<file path="src/rtl/tmds_channel_decoder.sv">
// One TMDS receive channel: finds symbol alignment from runs of control tokens,
// then classifies each aligned symbol (control / TERC4 / video) and decodes it.
module tmds_channel_decoder #(
   parameter int LOCK_COUNT = 8,
   parameter int DWELL      = 4096
) (
   input  logic       clk_pixel,
   input  logic       reset,
   input  logic [9:0] tmds_in,
   output logic       locked,
   output logic [3:0] bit_offset,
   output logic       ctrl_valid,
   output logic [1:0] ctrl,
   output logic       terc4_valid,
   output logic [3:0] terc4,
   output logic       video_valid,
   output logic [7:0] data
);

   localparam int RW = $clog2(LOCK_COUNT + 1);
   localparam int DW = $clog2(DWELL);
   localparam logic [RW-1:0] RUN_FULL  = RW'(LOCK_COUNT);
   localparam logic [DW-1:0] DWELL_END = DW'(DWELL - 1);

   typedef enum logic [0:0] {SEARCH = 1'b0, LOCKED = 1'b1} state_t;

   function automatic logic [2:0] ctrl_lookup(input logic [9:0] q);
      logic [2:0] r;
      case (q)
         10'b1101010100: r = 3'b100;
         10'b0010101011: r = 3'b101;
         10'b0101010100: r = 3'b110;
         10'b1010101011: r = 3'b111;
         default:        r = 3'b000;
      endcase
      return r;
   endfunction

   function automatic logic [4:0] terc4_lookup(input logic [9:0] q);
      logic [4:0] r;
      case (q)
         10'b1010011100: r = 5'h10;
         10'b1001100011: r = 5'h11;
         10'b1011100100: r = 5'h12;
         10'b1011100010: r = 5'h13;
         10'b0101110001: r = 5'h14;
         10'b0100011110: r = 5'h15;
         10'b0110001110: r = 5'h16;
         10'b0100111100: r = 5'h17;
         10'b1011001100: r = 5'h18;
         10'b0100111001: r = 5'h19;
         10'b0110011100: r = 5'h1A;
         10'b1011000110: r = 5'h1B;
         10'b1010001110: r = 5'h1C;
         10'b1001110001: r = 5'h1D;
         10'b0101100011: r = 5'h1E;
         10'b1011000011: r = 5'h1F;
         default:        r = 5'h00;
      endcase
      return r;
   endfunction

   function automatic logic [7:0] video_decode(input logic [9:0] q);
      logic [7:0] d;
      logic [7:0] r;
      d    = q[9] ? ~q[7:0] : q[7:0];
      r[0] = d[0];
      for (int i = 1; i < 8; i++) begin
         r[i] = q[8] ? (d[i] ^ d[i-1]) : ~(d[i] ^ d[i-1]);
      end
      return r;
   endfunction

   logic [9:0]    prev_r;
   logic [19:0]   window_s;
   logic [19:0]   shifted_s;
   logic [9:0]    q_s;
   logic [2:0]    ctrl_s;
   logic [4:0]    terc_s;
   logic [7:0]    data_s;

   state_t        state_r, state_nx;
   logic [3:0]    offset_r, offset_nx, offset_adv_s;
   logic [RW-1:0] run_cnt_r, run_nx;
   logic [DW-1:0] dwell_cnt_r, dwell_nx;
   logic          run_full_s, dwell_end_s;
   logic          locked_r, ctrl_valid_r, terc4_valid_r, video_valid_r;
   logic [1:0]    ctrl_r;
   logic [3:0]    terc4_r;
   logic [7:0]    data_r;

   assign window_s  = {tmds_in, prev_r};
   assign shifted_s = window_s >> offset_r;
   assign q_s       = shifted_s[9:0];
   assign ctrl_s    = ctrl_lookup(q_s);
   assign terc_s    = terc4_lookup(q_s);
   assign data_s    = ctrl_s[2] ? 8'h00 : video_decode(q_s);

   // Stage 2: previous word plus registered classification and decode of q.
   always_ff @(posedge clk_pixel or posedge reset) begin
      if (reset) begin
         prev_r        <= 10'd0;
         ctrl_valid_r  <= 1'b0;
         ctrl_r        <= 2'd0;
         terc4_valid_r <= 1'b0;
         terc4_r       <= 4'd0;
         video_valid_r <= 1'b0;
         data_r        <= 8'h00;
      end else begin
         prev_r        <= tmds_in;
         ctrl_valid_r  <= ctrl_s[2];
         ctrl_r        <= ctrl_s[1:0];
         terc4_valid_r <= terc_s[4];
         terc4_r       <= terc_s[3:0];
         video_valid_r <= ~ctrl_s[2];
         data_r        <= data_s;
      end
   end

   // Alignment hunt: run completion beats dwell expiry; LOCKED times out to SEARCH.
   always_comb begin
      state_nx     = state_r;
      offset_nx    = offset_r;
      offset_adv_s = (offset_r == 4'd9) ? 4'd0 : offset_r + 4'd1;
      run_full_s   = (run_cnt_r == RUN_FULL);
      dwell_end_s  = (dwell_cnt_r == DWELL_END);
      dwell_nx     = dwell_cnt_r + DW'(1);
      case (state_r)
         SEARCH: begin
            if (run_full_s) begin
               state_nx = LOCKED;
               dwell_nx = {DW{1'b0}};
            end else if (dwell_end_s) begin
               offset_nx = offset_adv_s;
               dwell_nx  = {DW{1'b0}};
            end else begin
               state_nx = SEARCH;
            end
         end
         LOCKED: begin
            if (run_full_s) begin
               dwell_nx = {DW{1'b0}};
            end else if (dwell_end_s) begin
               state_nx  = SEARCH;
               offset_nx = offset_adv_s;
               dwell_nx  = {DW{1'b0}};
            end else begin
               state_nx = LOCKED;
            end
         end
         default: begin
            state_nx = SEARCH;
            dwell_nx = {DW{1'b0}};
         end
      endcase
      if (offset_nx != offset_r) begin
         run_nx = {RW{1'b0}};
      end else if (ctrl_valid_r) begin
         run_nx = run_full_s ? run_cnt_r : run_cnt_r + RW'(1);
      end else begin
         run_nx = {RW{1'b0}};
      end
   end

   // Alignment state, offset and counters.
   always_ff @(posedge clk_pixel or posedge reset) begin
      if (reset) begin
         state_r     <= SEARCH;
         offset_r    <= 4'd0;
         run_cnt_r   <= {RW{1'b0}};
         dwell_cnt_r <= {DW{1'b0}};
         locked_r    <= 1'b0;
      end else begin
         state_r     <= state_nx;
         offset_r    <= offset_nx;
         run_cnt_r   <= run_nx;
         dwell_cnt_r <= dwell_nx;
         locked_r    <= (state_nx == LOCKED);
      end
   end

   assign locked      = locked_r;
   assign bit_offset  = offset_r;
   assign ctrl_valid  = ctrl_valid_r;
   assign ctrl        = ctrl_r;
   assign terc4_valid = terc4_valid_r;
   assign terc4       = terc4_r;
   assign video_valid = video_valid_r;
   assign data        = data_r;

endmodule

</file>
<file path="config.mk">
export PLATFORM = sky130hd
export DESIGN_NAME = tmds_channel_decoder
export DESIGN_NICKNAME = d
export VERILOG_FILES = /design/src/rtl/tmds_channel_decoder.sv
export SDC_FILE = /design/constraint.sdc
export NUM_CORES = 1
export LEC_CHECK = 0
export CAP_MARGIN = 15
export CELL_PAD_IN_SITES_DETAIL_PLACEMENT = 0
export CELL_PAD_IN_SITES_GLOBAL_PLACEMENT = 2
export CORE_UTILIZATION = 45
export CTS_CLUSTER_DIAMETER = 150
export DETAILED_ROUTE_END_ITERATION = 10
export DONT_BUFFER_PORTS = 1
export GPL_ROUTABILITY_DRIVEN = 0
export PLACE_DENSITY_LB_ADDON = 0.1
export SLEW_MARGIN = 20
export SYNTH_ARGS = -nofsm -noshare
export SYNTH_HDL_FRONTEND = slang
export SYNTH_SLANG_ARGS = --single-unit
</file>
<file path="constraint.sdc">
create_clock -name clk_pixel -period 4.55 [get_ports clk_pixel]
set_input_delay 0.455 -clock clk_pixel [delete_from_list [all_inputs] [get_ports clk_pixel]]
set_output_delay 0.455 -clock clk_pixel [all_outputs]
set_load 0.05 [all_outputs]
</file>
# [Yosys cells after proc, flatten, opt, wreduce, memory -nomap -nowiden]
# Cells that the tools add are included.
[word_totals] regBits=48 output_inout_bits=22 wordCells=80 in_bits=12
[op_classes] shifts=1 n_addsub=3 mux=23 n_eq_ne=25 bitwise_logic=17
[op_table] operator="10-bit equality test, second input constant" n=11
[op_table] operator="10-bit by 9-bit equality test with 1-bit output, second input constant" n=8
[op_table] operator="5-bit case mux with 16 select lines" n=1
[op_table] operator="12-bit two-way mux" n=2
[op_table] operator="4-bit two-way mux" n=6
[op_table] operator="20-bit by 4-bit right shift with 10-bit output" n=1
[op_table] operator="8-bit two-way mux" n=2
[op_table] operator="12-bit by 1-bit adder with 12-bit output, second input constant" n=1
[op_table] operator="12-bit equality test, second input constant" n=1
[op_table] operator="3-bit case mux with 4 select lines" n=1
[op_table] operator="10-bit by 8-bit equality test with 1-bit output, second input constant" n=1
[op_table] operator="1-bit two-way mux" n=10
[op_table] operator="1-bit NOT" n=9
[op_table] operator="4-bit by 1-bit adder with 4-bit output, second input constant" n=2
[op_table] operator="4-bit equality test, second input constant" n=2
[op_table] operator="8-bit NOT" n=1
[op_table] operator="1-bit bitwise XOR" n=7
[op_table] operator="4-bit != test" n=1
[op_table] operator="3-bit by 2-bit != test with 1-bit output, second input constant" n=1
[op_table] operator="1-bit case mux with 2 select lines" n=1

# [Logic depth before layout (Yosys ltp)]
# Gate-level depths: netlist of the first run.
[depth] word_depth=7 ltp_mapped=13 mapped_depth_nobuf=11

# [Worst setup path before layout of the first run]
# OpenSTA, ideal clock, no wires.
[synth_timing] path_type="register to register" start="register offset_r[1] (netlist: bit_offset[1])" end="register terc4_valid_r (netlist: terc4_valid)" synth_period_minus_slack_ps=3035 required_ps=4472 slack_ps=1515 setup_time_ps=78 arrival_ps=2957 stages_incl_launch_ff=12 path_cell_list="dfrtp_1 buf_2 clkbuf_1 mux2_2 mux4_2 inv_2 ha_1 nand3_1 o21ai_0 nor3_1 nand3b_1 o2bb2ai_1"
[synth_via] elab_chain_cells=3 word_cells_on_any_way=18 classes_between="eq/ne: 16; shift: 1; mux: 1"
[synth_lines] item="start: declaration" line="83" rtl="logic [3:0] offset_r, offset_nx, offset_adv_s;"
[synth_lines] item="start signal: assignment" line="175" rtl="offset_r <= offset_nx;"
[synth_lines] item="20-bit by 4-bit right shift with 10-bit output (*)" line="93" rtl="assign shifted_s = window_s >> offset_r;"
[synth_lines] item="10-bit equality test or 10-bit by 9-bit equality test with 1-bit output (tied branches)" line="41" rtl="case (q)"
[synth_lines] item="5-bit case mux with 16 select lines (*)" line="41"
[synth_lines] item="net terc_s[4]" line="79" rtl="logic [4:0] terc_s;"
[synth_lines] item="end signal: assignment" line="113" rtl="terc4_valid_r <= terc_s[4];"
[synth_lines] item="end: declaration" line="87" rtl="logic locked_r, ctrl_valid_r, terc4_valid_r, video_valid_r;"
# The timed path passes the listed nets; every way through them passes the cells marked *.
# A chain may end at the register's enable or synchronous reset.

# [Worst setup path in the final report of the first run]
[layout_timing] start="register offset_r[0] (netlist: bit_offset[0])" end="register terc4_valid_r (netlist: terc4_valid)"
# The elaborated chain is that of the path after synthesis.

==> impl_summary.md, run 1 <==
Detailed routing
In the routed design, unresolved DRC markers number 0. The DRC marker count from the first detailed-route iteration is between 60 and 70. The per-cell routed wire length is 17.4 um.

The total routed wirelength is 6370 um. The first-pass iteration count of the detailed router is 4. The via count is 2148. Dividing the detail-routed via count by the number of cells gives 5.85. The final antenna-violating net count is 0.

CTS
The count of clock tree sinks is 48. The number of gates resized after CTS is 0. After clock tree synthesis, the flow added hold-fix buffers numbering 0. The maximum level of the CTS H-tree is 2. The clock insertion delay at the later pin of the skew report is 0.31 ns. The clock buffer count from CTS is 5. The clock-pin slew on the worst setup and hold paths is 0.10 ns. The TritonCTS clock tree is built. The clock passes through at most 2 buffers. In this run the post-CTS setup repair buffer count came out at 0.

The root buffer cell chosen for the clock tree is clkbuf_8.

GRT
The number of global-route vias before repair was 2094. The overall routing resource usage is 0.194. The maximum number of pins on one net before global-route repair is 49. The initial antenna violation count came to 0.

For this run the aggregate overflow at the end of global routing stands at 0. The first-pass GRT wire length is 10900 um.

Timing
The final critical-path share of the clock period is 0.803. The post-route setup TNS is 0 ns. Static timing analysis puts the maximum clock frequency at about 0.27 GHz. The clock arrives with 0.00487 ns of skew.

For the pin with the worst max-slew slack, the measured transition is between 0.8 and 0.9 ns. Setup repair after global routing left no endpoint under its margin. Headroom to the max-slew limit came out at 0.401. The count of endpoints failing hold in the final timing report is 0. The smallest clock period supported by the final layout is computed as 3.65 ns.

The final-report setup violation count is 0. The final number of max-transition violations came to 0.

Logic synthesis
The combinational family with the most area after synthesis is multiplexers. The number of library cell types mapped by synthesis is between 40 and 50. The netlist area before placement is roughly 0.0031 mm2. After synthesis, the share of cell area in mux cells is 0.185.

The number of flops mapped to enable cells by yosys is 0. In the synthesized netlist the dominant register cell turns out to be dfrtp_1. The share of the Yosys chip area taken by registers is 0.383. Of the total synthesized cell area, the portion taken by full adders, half adders and majority gates is 0.0759.

The synthesized-area fraction occupied by xor and xnor cells is 0.0675. The mean instance size in the synthesized netlist is 10.9 um2. The net count after synthesis is approximately 320. The simple-gate area share of the yosys netlist is 0.167. The number of flip-flops and latches in the synthesized netlist is 48. Synthesis produced a netlist whose cell count is 287.

The async set or reset register ratio after synthesis is 1.00. The number of warnings issued by yosys is 0. The complex-gate fraction of the synthesized area was 0.0727.

Place
The number of port buffers is 0. The HPWL after detailed placement is 4720 um.

Floorplanning
The floorplan has 30 rows. After floorplanning, the core was sized to cover just under 0.007 mm2. In this run the vertical extent of the chip is 85.4 um. 34 I/O pins were placed. The die covers 0.00730 mm2. From left edge to right edge, the die measures 85.4 um.

The initial standard-cell utilization of the core is 0.464.

Power and ir drop
The peak ir drop on the vdd network is ~120 uV. In this run the power density over the cells is 272 mW/mm2. The standby leakage power is roughly 1.5 nW.

Status
The flow ran to the end, and the final reports show no timing, DRC or antenna violations.

Setup path
The critical path data required time is between 4 and 5 ns. The kind of start point of the critical path is a register. The worst setup path is captured at a register. The type of the worst setup path is reg2reg. Along the worst path, the maximum fanout reaches 26. STA puts the critical path data arrival time at 3.85 ns.

Final layout
From synthesis to final layout, the design area changed by 5.15%. Of the cells placed in the final design, the portion with a size suffix greater than 1 is 0.118. The repair_antennas step left the layout with diodes totalling 0. The final net count is about 320.

Measured on the finished design, the core utilization comes to 0.488.

Worst hold path
The tightest min-delay check is of the in2async type.

Run
The number of max-capacitance violations reported is 0.
[worst paths after layout]
path | startpoint | to | slack [ns] | depth (start not counted)
worst max-delay path | bit_offset[0] | terc4_valid | 0.90 | 9
worst min-delay path | reset | dwell_cnt_r[7] | 0.14 | 1
worst max register to register | bit_offset[0] | terc4_valid | 0.90 | 9
worst min register to register | dwell_cnt_r[0] | dwell_cnt_r[0] | 0.50 | 1
max in group asynchronous | reset | bit_offset[0] | 3.89 | 1
min in group clk_pixel | tmds_in[1] | prev_r[1] | 0.17 | 0
[placed cells by master, fill, tap and decap left out, types with 3 or more instances in the layout]
master and n:
o21ai_0 7, dfrtp_1 47, clkbuf_8 5, o22ai_1 5, nand3b_1 3, mux4_1 6, nand4_1 8, nand3_1 13
nand2b_1 4, inv_1 18, inv_2 3, a21oi_1 4, mux4_2 12, nand2_1 21, and4_1 4, ha_1 19
a22oi_1 5, nor2b_1 4, xnor2_1 5, mux2i_1 14, nor3_1 3, nor2_1 26, xor2_1 14, and2_1 5
[kinds of logic (layout without fill, tap and decap cells)]
logic type	Yosys count	after routing
multiplexers	33	33
flip-flops	48	48
XOR/XNOR	21	21
adder cells (fa/ha/maj)	19	19
AO/OA/AOI/OAI	33	33
buffers and inverters	32	32
AND/OR/NAND/NOR	101	101
[critical path, stage by stage, from the launching register on]
cell       delay, ns
dfrtp_2         0.97
mux4_2          0.62
mux2i_1         0.39
mux2i_1         0.26
ha_1            0.31
and4_1          0.23
a41oi_1         0.26
and2_1          0.19
nor3b_1         0.20
o2bb2ai_1       0.09
[layer usage]
layer,share of wire,GRT usage
met3,0.038,0.0428
met4,0.017,0.0576
met2,0.46,0.303
met5,0,0
met1,0.48,0.273
[cells in the mapped netlist, types with 2 or more instances]
cell	number	area share
a41oi_1	2	0.0056
a22oi_1	5	0.012
xnor3_1	2	0.014
mux4_1	6	0.050
dfrtp_1	48	0.38
nand3_1	13	0.021
and3_1	2	0.0040
and3_4	2	0.0072
nand2_1	21	0.025
nor3_1	3	0.0048
and4_1	4	0.011
clkbuf_1	5	0.0060
o21ai_0	7	0.011
nor2b_1	4	0.0080
nand3b_1	3	0.0072
xor2_1	14	0.039
mux2i_1	14	0.045
mux4_2	12	0.086
ha_1	19	0.076
nor2_1	26	0.031
nand4_1	8	0.016
inv_1	19	0.023
or3_1	2	0.0040
and2_1	5	0.010
nand2b_1	4	0.0080
buf_2	2	0.0032
a21oi_1	4	0.0064
inv_2	3	0.0036
buf_6	2	0.0072
o2bb2ai_1	2	0.0056
o22ai_1	5	0.010
xnor2_1	5	0.014
[sequential cells by signal, indices dropped and copies added (netlist names)]
name and count:
dwell_cnt_r 12, ctrl_valid 1, locked 1, video_valid 1, bit_offset 4, ctrl 2, run_cnt_r 4, prev_r 10
terc4 4, terc4_valid 1, data 8
[final cells by class]
class / instances / area, um2
clock buffer: 5 / 68.8
clock inverter: 3 / 46.3
fill: 647 / 3460
inverter: 22 / 83.8
multi-input combinational: 207 / 1780
sequential: 48 / 1200
tap: 80 / 100
timing repair buffer: 2 / 15.0
[power breakdown]
group / internal [mW] / switching (mW)
logic: 0.0357 / 0.0459
registers: 0.441 / 0.0473
clock network: 0.166 / 0.159
total: 0.642 / 0.252
[through the flow]
| stage | std cells | area (um2) | total power, mW | hold slack, ns | setup WS [ns] |
|---|---|---|---|---|---|
| after floorplan | 287 | 3130 | 0.558 | 0.447 | 1.51 |
| after global placement | 359 | 3180 | 0.579 | 0.482 | 0.917 |
| after detailed placement | 359 | 3180 | 0.580 | 0.481 | 0.898 |
| after CTS | 367 | 3290 | 0.906 | 0.153 | 0.889 |
| after global routing | 367 | 3290 | 0.934 | 0.144 | 0.597 |
| final | 367 | 3290 | 0.895 | 0.143 | 0.895 |
No activity file was read; power rests on OpenSTA's default activity.
==> inputs of run 2 (changes only) <==
--- a/config.mk
+++ b/config.mk
@@ -8,7 +8,7 @@
 export CAP_MARGIN = 15
 export CELL_PAD_IN_SITES_DETAIL_PLACEMENT = 0
 export CELL_PAD_IN_SITES_GLOBAL_PLACEMENT = 2
-export CORE_UTILIZATION = 45
+export CORE_UTILIZATION = 42
 export CTS_CLUSTER_DIAMETER = 150
 export DETAILED_ROUTE_END_ITERATION = 10
 export DONT_BUFFER_PORTS = 1
==> constraint.sdc (replaced) <==
create_clock -name clk_pixel -period 3.5 [get_ports clk_pixel]
set_input_delay 0.35 -clock clk_pixel [delete_from_list [all_inputs] [get_ports clk_pixel]]
set_output_delay 0.35 -clock clk_pixel [all_outputs]
set_load 0.05 [all_outputs]
==> impl_summary.md, run 2 (same netlist as run 1, synthesis figures left out) <==
Status
The flow ran to the end, and the final reports show no timing, DRC or antenna violations.

Final layout
Once layout is complete, the utilization of the core stands at 0.468. The library cell used most frequently in the layout, excluding fill and tap cells, is dfrtp_1. The largest register by flop count is dwell_cnt_r. The count of inserted antenna diode cells is 0. For this run, the number of standard cells in the final layout without fillers is 393. The area overhead of the layout relative to synthesis is 7.79%. Of the cells placed in the final design, the portion with a size suffix greater than 1 is 0.139.

The final net count is 324. The library cells used most frequently in the layout, excluding fill and tap cells, are dfrtp_1, nor2_1, nand2_1, ha_1, inv_1. The register with the most flip-flops in the layout has 12 of them.

Timing
The count of endpoints failing hold in the final timing report came to 0. Hold is met by around 0.055 ns. Setup violations remaining at the end of the flow were counted as 0. Dividing the final minimum period by the clock period gives 0.906. The slew of the pin with the lowest slew margin is 0.821 ns. The clock period could shrink to 3.17 ns. Timing would allow up to 0.315 GHz. The relative slew slack is 0.452. Setup repair after global routing left no endpoint under its margin. The final number of max-transition violations was 0.

Clock skew on the completed layout was measured at ~0.011 ns. Setup total negative slack on the finished layout was measured at 0 ns.

Place
Detailed placement finished with a half-perimeter wire length of roughly 5000 um. The number of cells in the design after placement is 385. The number of port buffers is 0.

Detailed routing
The detailed router finished its first iteration with 84 violations. The first-pass iteration count of the detailed router is 4. The total routed wirelength is 6510 um.

In the routed layout, each cell is associated on average with a via count of 5.46. Once detail routing completed, the nets flagged for antenna violations numbered 0. The DRC violations left is 0. Dividing the detail-routed wire length by the instance count gives around 17 um. The final route contains approximately 2100 vias.

GRT
The number of global-route vias before repair came to 2174. The first global-routing pass estimated 11000 um of wire. Across every metal layer, demand over resource in global routing totals 0.183. Entering global routing, the biggest net connects 49 pins. The initial antenna violation count is 0.

Global routing finished with a remaining overflow of 0.

CTS
The TritonCTS clock tree is built. The tree is rooted in a clkbuf_8. The clock-pin slew on the worst setup and hold paths is 0.10 ns.

The number of hold buffers added after CTS was 0. The maximum level of the CTS H-tree is 2. The count of clock tree sinks is 48. The worst-case clock buffer depth is 2. At the later pin of the worst-skew pair, clock insertion delay measures about 0.30 ns. Buffers added to address setup during post-CTS repair amount to 0. The clock buffer count from CTS is 5. The number of gates resized after CTS is 0.

Worst hold path
The type of the worst min-delay path is in2async.

Power and ir drop
IR analysis of the VDD net gives a maximum drop of ~170 uV. The design draws 1.17 mW. The standby leakage power is 1.49 nW. For this design the ratio of total power to cell area is 347 mW/mm2.

Setup path
The worst setup path is of the reg2reg kind. Counting both buffers and inverters, the worst setup path holds a total of 0. On the critical path the largest part of the delay comes from multiplexers. The worst setup path is launched from a register.

The most repeated library cell on the critical path is mux2i_1. For the worst setup path, the data required time is 3.69 ns. On the critical path, the stage with the largest delay is an instance of dfrtp_2. The largest single stage delay on the critical path is 0.70 ns. The cell count of the worst reg-to-reg path is 9.

The worst-path maximum fanout is 20. The kind of end point of the critical path is a register. The critical path crosses 9 cells after its start point. The signal on the critical path passes through mux4_1 -> mux2i_1 -> mux2i_1 -> ha_1 -> and4_1 -> a41oi_1 -> and2_1 -> nor3b_1 -> o2bb2ai_1. The data arrival time of the critical path is 3.36 ns.

Floorplanning
The number of rows in the core area is 31. The region available for standard cell placement spans 0.00721 mm2. From bottom edge to top edge, the die measures 88.4 um. The die is just under 90 um wide.

The initial standard-cell utilization of the core is 0.434. The I/O pin count is 34. The area enclosed by the die boundary is 0.00781 mm2.

Run
The number of max-capacitance violations reported is 0.
-- run 2: final cells by class --
class	instances	area, um2
repair buffers	9	67.6
clock inverters	2	38.8
clock buffers	6	82.6
inverters	22	83.8
flip-flops and latches	48	1200
well taps	99	124
multi-input cells	207	1780
fillers	694	3840
-- run 2: per-layer routing --
metal,wire length [um],vias up,track usage
met5,0,-,0
met4,107,0,0.0543
met3,253,9,0.0345
met2,3090,58,0.310
met1,3050,1037,0.240
li1,-,1041,-
-- run 2: final timing paths --
check                                 end  slack [ns]           start
max                           terc4_valid        0.33   bit_offset[0]
min                            ctrl_valid        0.06           reset
max reg2reg                   terc4_valid        0.33   bit_offset[0]
min reg2reg                dwell_cnt_r[0]        0.50  dwell_cnt_r[0]
max in group asynchronous   bit_offset[0]        2.90           reset
min in group clk_pixel          prev_r[7]        0.07      tmds_in[7]
-- run 2: through the flow --
step | instance area (um2) | setup slack, ns
detailed placement | 3250 | 0.372
floorplan | 3130 | 0.465
global route | 3380 | 0.0924
CTS | 3380 | 0.344
global placement | 3250 | 0.317
finish | 3380 | 0.328
-- run 2: power breakdown --
group	leakage, nW	switching, mW	internal (mW)	total [mW]
Clock	0.0614	0.193	0.234	0.427
Sequential	0.608	0.0611	0.573	0.634
Combinational	0.825	0.0621	0.0478	0.110
